[src/rtl/ram_led_scanner_pkg.sv]
// Shared types and helpers for the RAM-to-LED scanner.
package ram_led_scanner_pkg;

   typedef enum logic [1:0] {
      S_IDLE  = 2'd0,
      S_READ  = 2'd1,
      S_WAIT  = 2'd2,
      S_DWELL = 2'd3
   } scan_state_t;

   localparam int DEF_DWELL_50MHZ = 25000000;

   // Width of a counter spanning 0..n-1; never narrower than one bit.
   function automatic int dwell_cnt_w(input int n);
      return (n > 1) ? $clog2(n) : 1;
   endfunction

endpackage

[src/rtl/ram_led_scanner_if.sv]
// Scanner bus: RAM read port, LED output and status/control.
// SCANNER_MANUAL_STEP_EN adds the step request line.
interface ram_led_scanner_if #(
   parameter int ADDR_W = 6,
   parameter int DATA_W = 10
);
   logic              en;
   logic [ADDR_W-1:0] ram_addr;
   logic              ram_rd_en;
   logic [DATA_W-1:0] ram_rdata;
   logic [DATA_W-1:0] leds;
   logic              busy;
   logic              frame_done;
`ifdef SCANNER_MANUAL_STEP_EN
   logic              step;

   modport master (input en, ram_rdata, step,
                   output ram_addr, ram_rd_en, leds, busy, frame_done);
   modport slave  (output en, ram_rdata, step,
                   input ram_addr, ram_rd_en, leds, busy, frame_done);
`else
   modport master (input en, ram_rdata,
                   output ram_addr, ram_rd_en, leds, busy, frame_done);
   modport slave  (output en, ram_rdata,
                   input ram_addr, ram_rd_en, leds, busy, frame_done);
`endif
endinterface

[src/rtl/ram_led_scanner_dwell_timer.sv]
// Dwell counter: runs 0..DWELL-1 while run is high, pulses expire on the last count.
module dwell_timer
   import ram_led_scanner_pkg::*;
#(
   parameter int DWELL = DEF_DWELL_50MHZ
) (
   input  logic clk,
   input  logic reset,
   input  logic clear,
   input  logic run,
   output logic expire
);
   localparam int           CW   = dwell_cnt_w(DWELL);
   localparam logic [CW-1:0] LAST = CW'(DWELL - 1);

   logic [CW-1:0] cnt_q, cnt_d;

   assign expire = run && (cnt_q == LAST);

   always_comb begin
      cnt_d = cnt_q;
      if (clear)    cnt_d = '0;
      else if (run) cnt_d = expire ? '0 : cnt_q + 1'b1;
   end

   always_ff @(posedge clk or posedge reset) begin
      if (reset) cnt_q <= '0;
      else       cnt_q <= cnt_d;
   end
endmodule

[src/rtl/ram_led_scanner.sv]
// Walks RAM addresses, shows each word on the LEDs for a dwell period.
// SCANNER_MANUAL_STEP_EN: advance on a synchronised step edge instead of the timer.
module ram_led_scanner
   import ram_led_scanner_pkg::*;
#(
   parameter int ADDR_W = 6,
   parameter int DATA_W = 10,
   parameter int RD_LAT = 1,
   parameter int DWELL  = DEF_DWELL_50MHZ
) (
   input logic              clk,
   input logic              reset,
   ram_led_scanner_if.master bus
);
   generate
      if (ADDR_W < 1) begin : g_bad_addr
         $error("ram_led_scanner: ADDR_W must be >= 1");
      end
      if (RD_LAT < 1) begin : g_bad_lat
         $error("ram_led_scanner: RD_LAT must be >= 1");
      end
      if (DWELL < 1) begin : g_bad_dwell
         $error("ram_led_scanner: DWELL must be >= 1");
      end
   endgenerate

   localparam int               LW        = dwell_cnt_w(RD_LAT);
   localparam logic [LW-1:0]     LAT_LAST  = LW'(RD_LAT - 1);
   localparam logic [ADDR_W-1:0] ADDR_LAST = '1;

   scan_state_t       state_q;
   logic [ADDR_W-1:0] addr_q;
   logic [DATA_W-1:0] leds_q;
   logic [LW-1:0]     lat_q;
   logic              rd_en_q, busy_q, fd_q;
   logic              advance;

`ifdef SCANNER_MANUAL_STEP_EN
   logic [1:0] step_sync_q;
   logic       step_prev_q;

   always_ff @(posedge clk or posedge reset) begin
      if (reset) begin
         step_sync_q <= '0;
         step_prev_q <= 1'b0;
      end else begin
         step_sync_q <= {step_sync_q[0], bus.step};
         step_prev_q <= step_sync_q[1];
      end
   end

   // Edges arriving outside DWELL are simply not acted on.
   assign advance = (state_q == S_DWELL) && step_sync_q[1] && !step_prev_q;
`else
   dwell_timer #(.DWELL(DWELL)) u_dwell (
      .clk    (clk),
      .reset  (reset),
      .clear  (state_q != S_DWELL),
      .run    ((state_q == S_DWELL) && bus.en),
      .expire (advance)
   );
`endif

   always_ff @(posedge clk or posedge reset) begin
      if (reset) begin
         state_q <= S_IDLE;
         addr_q  <= '0;
         leds_q  <= '0;
         lat_q   <= '0;
         rd_en_q <= 1'b0;
         busy_q  <= 1'b0;
         fd_q    <= 1'b0;
      end else begin
         rd_en_q <= 1'b0;
         fd_q    <= 1'b0;
         case (state_q)
            S_IDLE: if (bus.en) begin
               state_q <= S_READ;
               rd_en_q <= 1'b1;
               busy_q  <= 1'b1;
            end
            S_READ: begin
               state_q <= S_WAIT;
               lat_q   <= '0;
            end
            // An in-flight read always lands, even if en dropped meanwhile.
            S_WAIT: if (lat_q == LAT_LAST) begin
               leds_q <= bus.ram_rdata;
               if (bus.en) state_q <= S_DWELL;
               else begin
                  state_q <= S_IDLE;
                  busy_q  <= 1'b0;
               end
            end else begin
               lat_q <= lat_q + 1'b1;
            end
            S_DWELL: if (!bus.en) begin
               state_q <= S_IDLE;
               busy_q  <= 1'b0;
            end else if (advance) begin
               addr_q  <= addr_q + 1'b1;
               fd_q    <= (addr_q == ADDR_LAST);
               state_q <= S_READ;
               rd_en_q <= 1'b1;
            end
            default: state_q <= S_IDLE;
         endcase
      end
   end

   assign bus.ram_addr   = addr_q;
   assign bus.ram_rd_en  = rd_en_q;
   assign bus.leds       = leds_q;
   assign bus.busy       = busy_q;
   assign bus.frame_done = fd_q;
endmodule

[src/flat_wrapper.sv]
// flat-port wrapper written by rule: the top's interface ports become plain ports
module ram_led_scanner_flat import ram_led_scanner_pkg::*;
#(
   parameter int ADDR_W = 6,
   parameter int DATA_W = 10,
   parameter int RD_LAT = 1,
   parameter int DWELL  = DEF_DWELL_50MHZ
)
  (clk, reset, bus_en, bus_ram_rdata, bus_ram_addr, bus_ram_rd_en, bus_leds, bus_busy, bus_frame_done);
  ram_led_scanner_if #(.ADDR_W(ADDR_W), .DATA_W(DATA_W)) bus_i ();
  input logic clk;
  input logic reset;
  input wire logic [$bits(bus_i.en)-1:0] bus_en;
  input wire logic [$bits(bus_i.ram_rdata)-1:0] bus_ram_rdata;
  output wire logic [$bits(bus_i.ram_addr)-1:0] bus_ram_addr;
  output wire logic [$bits(bus_i.ram_rd_en)-1:0] bus_ram_rd_en;
  output wire logic [$bits(bus_i.leds)-1:0] bus_leds;
  output wire logic [$bits(bus_i.busy)-1:0] bus_busy;
  output wire logic [$bits(bus_i.frame_done)-1:0] bus_frame_done;
  assign bus_i.en = bus_en;
  assign bus_i.ram_rdata = bus_ram_rdata;
  assign bus_ram_addr = bus_i.ram_addr;
  assign bus_ram_rd_en = bus_i.ram_rd_en;
  assign bus_leds = bus_i.leds;
  assign bus_busy = bus_i.busy;
  assign bus_frame_done = bus_i.frame_done;
  ram_led_scanner #(.ADDR_W(ADDR_W), .DATA_W(DATA_W), .RD_LAT(RD_LAT), .DWELL(DWELL)) u_core (.clk(clk), .reset(reset), .bus(bus_i));
endmodule
[config.mk]
export PLATFORM = sky130hd
export DESIGN_NAME = ram_led_scanner_flat
export DESIGN_NICKNAME = d
export VERILOG_FILES = /design/src/rtl/ram_led_scanner_pkg.sv /design/src/rtl/ram_led_scanner_if.sv /design/src/rtl/ram_led_scanner_dwell_timer.sv /design/src/rtl/ram_led_scanner.sv /design/src/flat_wrapper.sv
export SDC_FILE = /design/constraint.sdc
export NUM_CORES = 1
export LEC_CHECK = 0
export BUFFER_PORTS_ARGS = -buffer_cell sky130_fd_sc_hd__buf_2
export CORE_MARGIN = 4
export CORE_UTILIZATION = 58
export CTS_CLUSTER_DIAMETER = 200
export DETAILED_ROUTE_END_ITERATION = 8
export PLACE_DENSITY = 0.79
export SKIP_CTS_REPAIR_TIMING = 1
export SLEW_MARGIN = 20
export SYNTH_ARGS = -nofsm -noshare
export SYNTH_HDL_FRONTEND = slang
export SYNTH_SLANG_ARGS = --single-unit
[constraint.sdc]
create_clock -name clk -period 2.4 [get_ports clk]
set_clock_uncertainty 0.05 [all_clocks]
set_input_delay 0.6 -clock clk [delete_from_list [all_inputs] [get_ports clk]]
set_output_delay 0.6 -clock clk [all_outputs]
set_load 0.05 [all_outputs]
==> results.toml <==
[synthesis]
avgSynthCellArea_um2 = 10.0
synth_fp_nets = 275
synth.area.top_cells = "dfrtp_1, mux2_2, nand2_1"
async_flop_share_pct = 100
synth-edff-count = 0
syn_area_um2 = 2560
synth-main-ff-cell = "dfrtp_1"
yosysWarnings = 0
yosys.cell_types.count = 47
ys_seq_elements = 46
synthCells = 256
synth_top_area_share_pct = 45.0
synth_most_common_cell = "dfrtp_1"
seq_area_frac_synth_pct = 45.0
ys_top_cells_by_count = "dfrtp_1, nand2_1, o21ai_0"
yosysTopAreaCell = "dfrtp_1"

[route]
drtIter0Drc = 188
firstDrtPassIters = 4
routed_wl_um = 5710
num_vias = 2144
route.detailed.wl_per_inst_um = 16.8
ant_nets = 0
drc_errors = 0
via_per_inst = 6.32

[die]
dieArea_um2 = 5540
core_area_um2 = 4140
row_count = 23
io_pins = 32
initial_core_util_pct = 61.8
die_x_um = 74.4
dieHeight_um = 74.4

[cts]
cts_tree = "built"
ctsLongestPathBuffers = 2
cts-buffers-inserted = 5
clock_sinks = 46
clk_pin_slew_ns = 0.09
cts_htree_levels = 2
root_buffer = "clkbuf_8"
insertion_delay_ns = 0.31

[global_routing]
grt_max_degree = 29
grt_use_met3_pct = 5.41
grt_usage_pct = 22.9
first_global_vias = 2080
busiest_layer = "met2"
antenna_found_initial = 0
grt_pass1_wl_um = 9920
grt_util_met1_pct = 31.9
grt_overflow = 0
use_met2_pct = 35.7

[worst_setup_path]
end_kind = "flip-flop"
worstSetupStartpointType = "flip-flop"
path_class = "flip-flop to flip-flop"
r2r_start = "u_core.u_dwell.cnt_q[0]"
startpoint = "u_core.u_dwell.cnt_q[0]"
crit_path_max_fanout = 6
crit_required_ns = 2.58
crit_arrival_ns = 2.33

[timing]
fmax_ghz = 0.465
worst_slew_margin_rel_pct = 62.2
finalCritPeriodShare_pct = 89.7
fin_crit_ns = 2.15
holdWs_ns = 0.142
rsz0062_at_grt = "no"
setup_violations = 0
layout_setup_ws_ns = 0.247
drv_slew = 0
fin_tns_setup_ns = 0
tightest_slew_ns = 0.567
hold_violations = 0

[place]
dp_slack_ns = 0.279
gp_congestion = 0.875
postPlaceCellArea_um2 = 2780
place_hpwl_um = 3920
port_buffers = 31
dp.cells = 331

[power]
ir_drop_mv = 0.867
powerDensity_nw_per_um2 = 914
p_leak_nw = 1.25

[finish]
finish.instance_area_um2 = 2890
diodes = 0
fin_cells = 339
multi_input_area_um2 = 1310
fin_nets = 307
nFillCells = 339
syn_to_final_growth_pct = 13.0
final-seq-area_um2 = 1150
drive_gt1_share_pct = 25.3

[hold_path]
holdCritPathClass = "input port to asynchronous set/reset pin"

[flow_run]
maxCapViolCount = 0

[outcome]
status = "finished, final reports clean"
[placed cells by master, fill, tap and decap left out, types with 5 or more instances in the layout]
master and instances:
a32o_1 8, inv_1 5, and3_1 8, buf_2 31
dfrtp_1 46, xor2_1 5, nand4_1 11, nand2_1 25
clkbuf_8 5, or3_1 5, buf_4 9, nand3_1 9
a21oi_1 12, nor4_1 9, mux2_2 11, o21ai_0 14
nor3_1 8, ha_1 6, nor2_1 12
[where the power goes]
group	leakage [nW]	total [W]	internal (W)	switching (W)
logic	0.574	0.00105	0.000314	0.000732
registers	0.612	0.000992	0.000899	0.0000925
clock network	0.0591	0.000608	0.000318	0.000290
[registers in the layout (all words and copies together) (netlist names)]
| signal | count |
|---|---|
| u_core.bus.busy | 1 |
| u_core.bus.frame_done | 1 |
| u_core.bus.leds | 10 |
| u_core.bus.ram_addr | 6 |
| u_core.bus.ram_rd_en | 1 |
| u_core.state_q | 2 |
| u_core.u_dwell.cnt_q | 25 |
[area by class of cell]
type	instances	share of cell area, %
Multi-Input combinational cell	188	45.4
Sequential cell	46	39.8
Timing Repair Buffer	40	7.70
Clock buffer	5	2.38
Tap cell	50	2.16
Clock inverter	3	1.64
Inverter	7	0.908
[per-layer routing]
metal,routed length (um),vias to the layer above
met3,333,7
met2,2720,75
met4,69,0
met1,2590,1028
li1,-,1034
met5,0,-
[kinds of logic after synthesis]
family	synth area share, %
xor gates and xnor gates	2.74
AOI/OAI and AO/OA	16.0
buffers and inverters	3.71
muxes	4.84
DFF	45.0
adders and majority gates	2.93
and+or+nand+nor	24.8
[worst max-delay path, cell delays in order, from the launching register on]
cell and delay, ns:
dfrtp_1 0.44, ha_1 0.24, nand4_1 0.21, nor4_1 0.38
buf_4 0.18, nand4_1 0.11, or3_1 0.32, o22ai_1 0.14
[worst paths after layout]
| kind | end | slack [ns] | cells after the start |
|---|---|---|---|
| setup reg to reg | u_core.u_dwell.cnt_q[20] | 0.25 | 7 |
| hold reg to reg | u_core.bus.ram_addr[5] | 0.45 | 1 |
| min in group clk | u_core.bus.ram_addr[5] | 0.45 | 1 |
| setup / recovery | u_core.u_dwell.cnt_q[20] | 0.25 | 7 |
| hold / removal | u_core.bus.leds[1] | 0.14 | 2 |
| max in group asynchronous | u_core.bus.ram_addr[3] | 1.62 | 3 |
[stage by stage]
stage	total power, W	util (%)
final	0.00264	69.8
after floorplan	0.00182	-
after global routing	0.00279	69.8
after detailed placement	0.00205	67.0
after global placement	0.00203	67.0
after CTS	0.00266	69.8
(Power assumes the default switching activity.)
